[src/rtl/uart_pkg.sv]
// Shared types and helpers for the UART receive framing controller.
// Latency: n/a (package only).
// Backpressure: n/a (package only).
// Contents: FSM state enum, default sync marker, checksum add,
//           clog2 helper and inter-byte timeout cycle calculation.
package uart_pkg;

  typedef enum logic [2:0] {
    ST_IDLE    = 3'd0,
    ST_LEN     = 3'd1,
    ST_PAYLOAD = 3'd2,
    ST_CKSUM   = 3'd3,
    ST_DRAIN   = 3'd4
  } state_t;

  localparam logic [7:0] SYNC_BYTE_DEF = 8'hA5;

  // Running 8-bit checksum; wraps modulo 256 by construction.
  function automatic logic [7:0] cksum_add(input logic [7:0] sum, input logic [7:0] b);
    return sum + b;
  endfunction

  // Ceiling log2; clog2(1) = 0.
  function automatic int clog2(input int v);
    int r;
    r = 0;
    while ((1 << r) < v) r = r + 1;
    return r;
  endfunction

  // Inter-byte gap limit in clocks: whole bit periods times clocks per bit.
  function automatic int to_cyc(input int clk_hz, input int baud, input int bits);
    return bits * (clk_hz / baud);
  endfunction

endpackage

[src/rtl/uart_frame_buf.sv]
// Payload buffer: DEPTH x 8 register file, one sync write port, one comb read port.
// Latency: write visible on the cycle after i_wr_en; read is combinational.
// Backpressure: none; the owner never writes and reads the same frame concurrently.
// Ports: clk; i_wr_en/i_wr_addr/i_wr_data write port; i_rd_addr -> o_rd_data read port.
module uart_frame_buf #(
  parameter int DEPTH = 16,
  parameter int AW    = 4
) (
  input  logic          clk,
  input  logic          i_wr_en,
  input  logic [AW-1:0] i_wr_addr,
  input  logic [7:0]    i_wr_data,
  input  logic [AW-1:0] i_rd_addr,
  output logic [7:0]    o_rd_data
);

  // Contents are don't-care after reset, so the array carries no reset.
  logic [7:0] r_mem [DEPTH];

  always_ff @(posedge clk) begin
    if (i_wr_en) r_mem[i_wr_addr] <= i_wr_data;
  end

  assign o_rd_data = r_mem[i_rd_addr];

endmodule

[src/rtl/uart_rx_frame_ctrl.sv]
// Sequences uart_rx: accepts/acks bytes, parses SYNC LEN payload CKSUM frames, releases verified payloads.
// Latency: CKSUM accept at cycle T -> rx_ack, frm_ok and first out_valid at T+1.
// Backpressure: out_ready low holds out_data/out_last; bytes arriving while draining are acked, dropped, err_overrun.
// Ports: clk, rst (sync, active-high); rx_data/rx_valid in, rx_ack out (uart_rx soft_reset);
//        out_data/out_valid/out_ready/out_last payload stream; frm_ok, err_* one-cycle status pulses.
module uart_rx_frame_ctrl
  import uart_pkg::*;
#(
  parameter int         CLOCK_FREQ   = 38400000,
  parameter int         BAUD_RATE    = 9600,
  parameter int         MAX_LEN      = 16,
  parameter logic [7:0] SYNC_BYTE    = SYNC_BYTE_DEF,
  parameter int         TIMEOUT_BITS = 20
) (
  input  logic       clk,
  input  logic       rst,
  input  logic [7:0] rx_data,
  input  logic       rx_valid,
  output logic       rx_ack,
  output logic [7:0] out_data,
  output logic       out_valid,
  input  logic       out_ready,
  output logic       out_last,
  output logic       frm_ok,
  output logic       err_cksum,
  output logic       err_len,
  output logic       err_timeout,
  output logic       err_overrun
);

  localparam int               TO_CYC    = to_cyc(CLOCK_FREQ, BAUD_RATE, TIMEOUT_BITS);
  localparam int               CNT_W     = clog2(TO_CYC + 1);
  localparam int               AW        = (MAX_LEN > 1) ? clog2(MAX_LEN) : 1;
  localparam logic [7:0]       MAX_LEN_B = 8'(MAX_LEN);
  localparam logic [CNT_W-1:0] TO_LAST   = CNT_W'(TO_CYC - 1);

  state_t           r_state;
  logic             r_rx_valid_q;
  logic [7:0]       r_len;
  logic [7:0]       r_sum;
  logic [7:0]       r_wr_idx;
  logic [7:0]       r_rd_idx;
  logic [CNT_W-1:0] r_to_cnt;
  logic             r_rx_ack;
  logic             r_frm_ok;
  logic             r_err_cksum;
  logic             r_err_len;
  logic             r_err_timeout;
  logic             r_err_overrun;

  state_t           w_state_nxt;
  logic [7:0]       w_len_nxt;
  logic [7:0]       w_sum_nxt;
  logic [7:0]       w_wr_idx_nxt;
  logic [7:0]       w_rd_idx_nxt;
  logic             w_ok_nxt;
  logic             w_ecks_nxt;
  logic             w_elen_nxt;
  logic             w_eto_nxt;
  logic             w_eovr_nxt;
  logic             w_buf_we;
  logic             w_acc;
  logic             w_to_run;
  logic             w_to_expire;
  logic             w_last;
  logic [7:0]       w_rd_dat;

  // Rising edge of the level valid: a held level is taken exactly once.
  assign w_acc       = rx_valid & ~r_rx_valid_q;
  assign w_to_run    = (r_state == ST_LEN) || (r_state == ST_PAYLOAD) || (r_state == ST_CKSUM);
  // An accept in the expiry cycle wins over the timeout.
  assign w_to_expire = w_to_run && !w_acc && (r_to_cnt == TO_LAST);
  assign w_last      = (r_rd_idx == (r_len - 8'd1));

  uart_frame_buf #(
    .DEPTH (MAX_LEN),
    .AW    (AW)
  ) u_buf (
    .clk       (clk),
    .i_wr_en   (w_buf_we),
    .i_wr_addr (r_wr_idx[AW-1:0]),
    .i_wr_data (rx_data),
    .i_rd_addr (r_rd_idx[AW-1:0]),
    .o_rd_data (w_rd_dat)
  );

  always_comb begin
    w_state_nxt  = r_state;
    w_len_nxt    = r_len;
    w_sum_nxt    = r_sum;
    w_wr_idx_nxt = r_wr_idx;
    w_rd_idx_nxt = r_rd_idx;
    w_ok_nxt     = 1'b0;
    w_ecks_nxt   = 1'b0;
    w_elen_nxt   = 1'b0;
    w_eto_nxt    = 1'b0;
    w_eovr_nxt   = 1'b0;
    w_buf_we     = 1'b0;
    case (r_state)
      ST_IDLE: begin
        if (w_acc && (rx_data == SYNC_BYTE)) w_state_nxt = ST_LEN;
      end
      ST_LEN: begin
        if (w_acc) begin
          w_len_nxt = rx_data;
          w_sum_nxt = rx_data;
          if (rx_data > MAX_LEN_B) begin
            w_elen_nxt  = 1'b1;
            w_state_nxt = ST_IDLE;
          end else if (rx_data == 8'd0) begin
            w_state_nxt = ST_CKSUM;
          end else begin
            w_wr_idx_nxt = 8'd0;
            w_state_nxt  = ST_PAYLOAD;
          end
        end else if (w_to_expire) begin
          w_eto_nxt   = 1'b1;
          w_state_nxt = ST_IDLE;
        end
      end
      ST_PAYLOAD: begin
        if (w_acc) begin
          w_buf_we     = 1'b1;
          w_sum_nxt    = cksum_add(r_sum, rx_data);
          w_wr_idx_nxt = r_wr_idx + 8'd1;
          if (r_wr_idx == (r_len - 8'd1)) w_state_nxt = ST_CKSUM;
        end else if (w_to_expire) begin
          w_eto_nxt   = 1'b1;
          w_state_nxt = ST_IDLE;
        end
      end
      ST_CKSUM: begin
        if (w_acc) begin
          if (cksum_add(r_sum, rx_data) == 8'h00) begin
            w_ok_nxt = 1'b1;
            if (r_len != 8'd0) begin
              w_rd_idx_nxt = 8'd0;
              w_state_nxt  = ST_DRAIN;
            end else begin
              w_state_nxt = ST_IDLE;
            end
          end else begin
            w_ecks_nxt  = 1'b1;
            w_state_nxt = ST_IDLE;
          end
        end else if (w_to_expire) begin
          w_eto_nxt   = 1'b1;
          w_state_nxt = ST_IDLE;
        end
      end
      ST_DRAIN: begin
        // The buffer is not written here, so a stalled beat stays stable.
        if (w_acc) w_eovr_nxt = 1'b1;
        if (out_ready) begin
          w_rd_idx_nxt = r_rd_idx + 8'd1;
          if (w_last) w_state_nxt = ST_IDLE;
        end
      end
      default: w_state_nxt = ST_IDLE;
    endcase
  end

  always_ff @(posedge clk) begin
    if (rst) begin
      r_state       <= ST_IDLE;
      r_rx_valid_q  <= 1'b0;
      r_len         <= 8'd0;
      r_sum         <= 8'd0;
      r_wr_idx      <= 8'd0;
      r_rd_idx      <= 8'd0;
      r_to_cnt      <= '0;
      r_rx_ack      <= 1'b0;
      r_frm_ok      <= 1'b0;
      r_err_cksum   <= 1'b0;
      r_err_len     <= 1'b0;
      r_err_timeout <= 1'b0;
      r_err_overrun <= 1'b0;
    end else begin
      r_state       <= w_state_nxt;
      r_rx_valid_q  <= rx_valid;
      r_len         <= w_len_nxt;
      r_sum         <= w_sum_nxt;
      r_wr_idx      <= w_wr_idx_nxt;
      r_rd_idx      <= w_rd_idx_nxt;
      r_to_cnt      <= (w_acc || !w_to_run) ? '0 : r_to_cnt + CNT_W'(1);
      r_rx_ack      <= w_acc;
      r_frm_ok      <= w_ok_nxt;
      r_err_cksum   <= w_ecks_nxt;
      r_err_len     <= w_elen_nxt;
      r_err_timeout <= w_eto_nxt;
      r_err_overrun <= w_eovr_nxt;
    end
  end

  assign out_valid   = (r_state == ST_DRAIN);
  // Gated so the don't-care buffer contents never reach the port outside a drain.
  assign out_data    = out_valid ? w_rd_dat : 8'h00;
  assign out_last    = out_valid && w_last;
  assign rx_ack      = r_rx_ack;
  assign frm_ok      = r_frm_ok;
  assign err_cksum   = r_err_cksum;
  assign err_len     = r_err_len;
  assign err_timeout = r_err_timeout;
  assign err_overrun = r_err_overrun;

endmodule

[config.mk]
export PLATFORM = sky130hd
export DESIGN_NAME = uart_rx_frame_ctrl
export DESIGN_NICKNAME = d
export VERILOG_FILES = /design/src/rtl/uart_pkg.sv /design/src/rtl/uart_frame_buf.sv /design/src/rtl/uart_rx_frame_ctrl.sv
export SDC_FILE = /design/constraint.sdc
export NUM_CORES = 1
export LEC_CHECK = 0
export BUFFER_PORTS_ARGS = -buffer_cell sky130_fd_sc_hd__buf_2
export CORE_ASPECT_RATIO = 1.2
export CORE_MARGIN = 2
export CORE_UTILIZATION = 50
export CTS_CLUSTER_DIAMETER = 60
export CTS_CLUSTER_SIZE = 14
export DETAILED_ROUTE_END_ITERATION = 6
export GPL_ROUTABILITY_DRIVEN = 0
export PLACE_DENSITY = 0.71
export SLEW_MARGIN = 20
export SYNTH_ARGS = -nofsm -noshare
export SYNTH_HDL_FRONTEND = slang
export SYNTH_SLANG_ARGS = --single-unit
[constraint.sdc]
create_clock -name clk -period 2.9 [get_ports clk]
set_clock_uncertainty 0.15 [all_clocks]
set_input_delay 0.29 -clock clk [delete_from_list [all_inputs] [get_ports clk]]
set_output_delay 0.29 -clock clk [all_outputs]
set_load 0.01 [all_outputs]
==> out/results.env <==
INTERNAL-POWER_mW=4.11
DRT.ANTENNA.VIOLATING_NETS=0
FINAL_NETS=731
FINAL.FILL_COUNT=1319
SYNTH_TOP_CELL_BY_AREA='edfxtp_1'
YS_WARN_COUNT=0
TNS_PS=0
POWER.DENSITY_nW_PER_UM2=532
ROWS=52
LIBRARY_CELL_CONTRIBUTING_THE_LARGEST_SINGLE_DELAY_ON_THE_CRITICAL_PATH='mux4_2'
DETAILED_ROUTE_WIRE_LENGTH_PER_CELL_UM=20.4
CRIT_REQUIRED_PS=2460
CELL_AREA_SYNTH_UM2=8510
HP-CLASS='input pin to flip-flop'
CLOCK_ROOT_CELL='clkbuf_16'
WIRELENGTH_UM=19000
TIGHTEST_SLEW_PS=865
FIN_AREA_UM2=9760
SWSHARE=0.208
MAX_STAGE_DELAY_PS=510
CTS_BUFFERS=17
FINAL_MAX_SLEW_VIOL_COUNT=0
POWER.SEQUENTIAL.FRACTION=0.559
END_KIND='output pin'
SLEW_HEADROOM=0.419
PLACED_CELL_AREA_UM2=9090
POWER_FRAC_COMB=0.023
LAYOUT-AREA-OVERHEAD-VS-SYNTH_PCT=14.7
WORST-PATH-MAX-FANOUT=16
INITIAL_CORE_UTIL=0.507
MAXCLOCKFREQUENCY_GHz=0.355
GRTUSAGETOTAL=0.221
GRT_PASS1_WL_UM=30000
DETAILEDPLACEMENTHPWL_UM=12800
YS_SEQ_AREA_FRAC=0.600
FINALWORSTPATHREQUIREDPERIOD_PS=2820
CLKSLEWWORSTSETUPHOLDPATHS_PS=60
GRT_MAX_DEGREE=33
NUMBER_OF_BUFFER_CELLS_ADDED_ON_PRIMARY_PORTS=27
SETUP_VIOL=0
ANTENNA-DIODE-COUNT=0
WORSTSETUPPATHTYPE='flip-flop to output pin'
YOSYS-TOP-CELLS-AREA='edfxtp_1 (45%), dfxtp_1 (15%), mux4_2 (11%)'
POST_DRT_VIA_CELL_RATIO=5.90
CLK-INSERTION-DELAY-LATE_PS=430
YOSYS_REGISTER_BITS=191
CLOCK_TREE_FROM_TRITONCTS='yes'
POSTSYNTHNETCOUNT=676
GRT_ANTENNA_BEFORE_REPAIR=0
IO_PINS=28
UNREPAIRED_SETUP_ENDPOINTS_AFTER_GLOBAL_ROUTING='no'
WORSTSETUPSTARTPOINTTYPE='flip-flop'
SYN_AREA_PER_CELL_UM2=13.1
CP.ARRIVAL_PS=2380
POSTSYNTH.ASYNCRESETSHARE=0
DRIVE_GT1_FRAC=0.222
DIE_Y_UM=147
VDD_DROP_MAX_mV=0.409
CTS_SINKS=191
CTS.PATH.MAX_BUFFERS=2
PORTION_OF_SYNTHESIZED_CELL_AREA_OCCUPIED_BY_THE_LEADING_CELL_TYPE=0.452
CP_CELL_SEQUENCE='clkbuf_16 -> mux4_2 -> mux4_2 -> nor2b_1 -> buf_2'
DIE-WIDTH_UM=123
CTS_MAX_LEVEL=4
STATUS='complete, no violations'
FIN_CRIT_SH=0.971
VIA_COUNT_OF_THE_FIRST_GLOBAL_ROUTING_PASS=5449
DRTITER0DRC=566
MAX_CAP_VIOLATIONS=0
LEAKAGE_nW=3.21
CORE_AREA_UM2=16800
CRITPATHMOSTFREQUENTCELL='mux4_2'
CLKPWRFRAC=0.418
SYNTH_ENABLE_FLOP_CELLS=128
POST-ROUTE-DRC-COUNT=0
DETAILROUTE.VIA_COUNT=5492
TOTAL_POWER_mW=5.19
DETAILEDROUTE.FIRSTPASSITERATIONCOUNT=6
SYNTHCELLS=648
UNIQUE_MASTERS_POST_SYNTH=60
DOMINANTREGCELLSYNTH='edfxtp_1'
SWITCHING_POWER_mW=1.08
GRT-OVFL-TOTAL=0
HOLD_VIOL_FINAL=0
DIEAREA_UM2=18100
registers in the layout, indices dropped and copies added (netlist names), named ones only:
register / cells
u_buf.r_mem: 128
r_to_cnt: 17
r_len: 8
r_rd_idx: 8
r_sum: 8
r_wr_idx: 8
r_state: 3
err_cksum: 1
err_len: 1
err_overrun: 1
err_timeout: 1
frm_ok: 1
r_rx_valid_q: 1
rx_ack: 1
critical path: cells and delay by family (launching register included):
family,cells,cell delay (ps)
and+or+nand+nor,1,150
buffers and inverters,2,390
muxes,2,990
DFF,1,420
synthesized netlist by cell type (6+ instances only):
cell / instances
inv_1: 16
dfxtp_1: 63
o21ai_0: 13
ha_1: 15
a21oi_1: 23
nor3_1: 17
nor2b_1: 16
nand2_1: 43
nand3_1: 24
nand4_1: 8
xnor2_1: 32
and3_1: 6
edfxtp_1: 128
nor3b_1: 6
nor2_1: 69
clkbuf_1: 27
mux4_2: 40
buf_2: 6
nor4_1: 9
xor2_1: 21
path summary, 6_finish.rpt:
check        slack [ps]                 end       start  depth (start not counted)
max reg2reg         190           flip-flop    r_sum[0]                          9
min reg2reg         310            r_sum[4]    r_sum[4]                          2
max                  80         out_data[4]   flip-flop                          5
min                 150  u_buf.r_mem[15][7]  rx_data[7]                          1
cell type report:
class                           count  area (um2)  area share
Inverter                           16        60.1     0.00615
Timing Repair Buffer               71         528      0.0541
Sequential cell                   191        5110       0.524
Clock buffer                       18         429      0.0440
Multi-Input combinational cell    406        3250       0.332
Clock inverter                     13         115      0.0118
Tap cell                          216         270      0.0277
cell usage in the layout, fill, tap and decap left out, drive strengths merged, types with 7 or more instances in the layout:
master  Yosys  layout
dfxtp      63      63
nand4       8       8
xor2       21      21
inv        16      18
nor2b      16      16
nor3       17      17
nand3      24      24
clkbuf     27      20
nand2      43      43
nor3b       7       7
mux4       40      40
nor4       10      10
buf         8      68
nor2       69      69
o21ai      13      13
xnor2      32      32
a21oi      23      23
ha         15      15
edfxtp    128     128
metal layers:
layer,part of all wire,global-route usage,vias to the layer above,wire (um)
met5,0,0,-,0
met4,0.021,0.0676,0,395
met3,0.053,0.0505,34,1010
met2,0.53,0.371,184,10100
met1,0.40,0.286,2749,7550
li1,-,-,2525,-
cell families (layout without fill, tap and decap cells):
| family | after synthesis | in the layout | share of synthesized area |
|---|---|---|---|
| AND/OR/NAND/NOR | 224 | 224 | 0.131 |
| flip-flops | 191 | 191 | 0.600 |
| AO/OA/AOI/OAI | 72 | 72 | 0.0573 |
| XOR/XNOR | 54 | 54 | 0.0572 |
| buffers and inverters | 51 | 118 | 0.0243 |
| multiplexers | 40 | 40 | 0.106 |
| adder cells (fa/ha/maj) | 16 | 16 | 0.0244 |
power by group through the flow:
| stage | Clock [mW] | Sequential, mW | Combinational, mW |
|---|---|---|---|
| CTS | 2.20 | 2.90 | 0.119 |
| global placement | 0 | 2.96 | 0.113 |
| floorplan | 0 | 2.96 | 0.0454 |
| detailed placement | 0 | 2.96 | 0.117 |
| finish | 2.17 | 2.90 | 0.121 |
| global route | 2.34 | 2.90 | 0.132 |
metrics by stage:
| step | utilization | std cells | setup WS (ps) | hold WS [ps] |
|---|---|---|---|---|
| 2_1_floorplan | - | 648 | 173 | 239 |
| 3_3_place_gp | 0.542 | 895 | 238 | 288 |
| 3_5_place_dp | 0.542 | 895 | 87.9 | 303 |
| 4_1_cts | 0.577 | 929 | -16.6 | 137 |
| 5_1_grt | 0.582 | 931 | 10.6 | 164 |
| 6_report | 0.582 | 931 | 84.8 | 154 |
what timing repair did:
action / CTS / global route
buffers inserted: 2 / 0
pin swaps: 4 / 3
gates resized for setup: 8 / 7
endpoints found under the setup margin: 1 / 12
hold endpoints to repair: 1 / 0
cloned: 0 / 2
hold buffers: 1 / 0
Note: power is estimated with default switching activity, not from simulation.
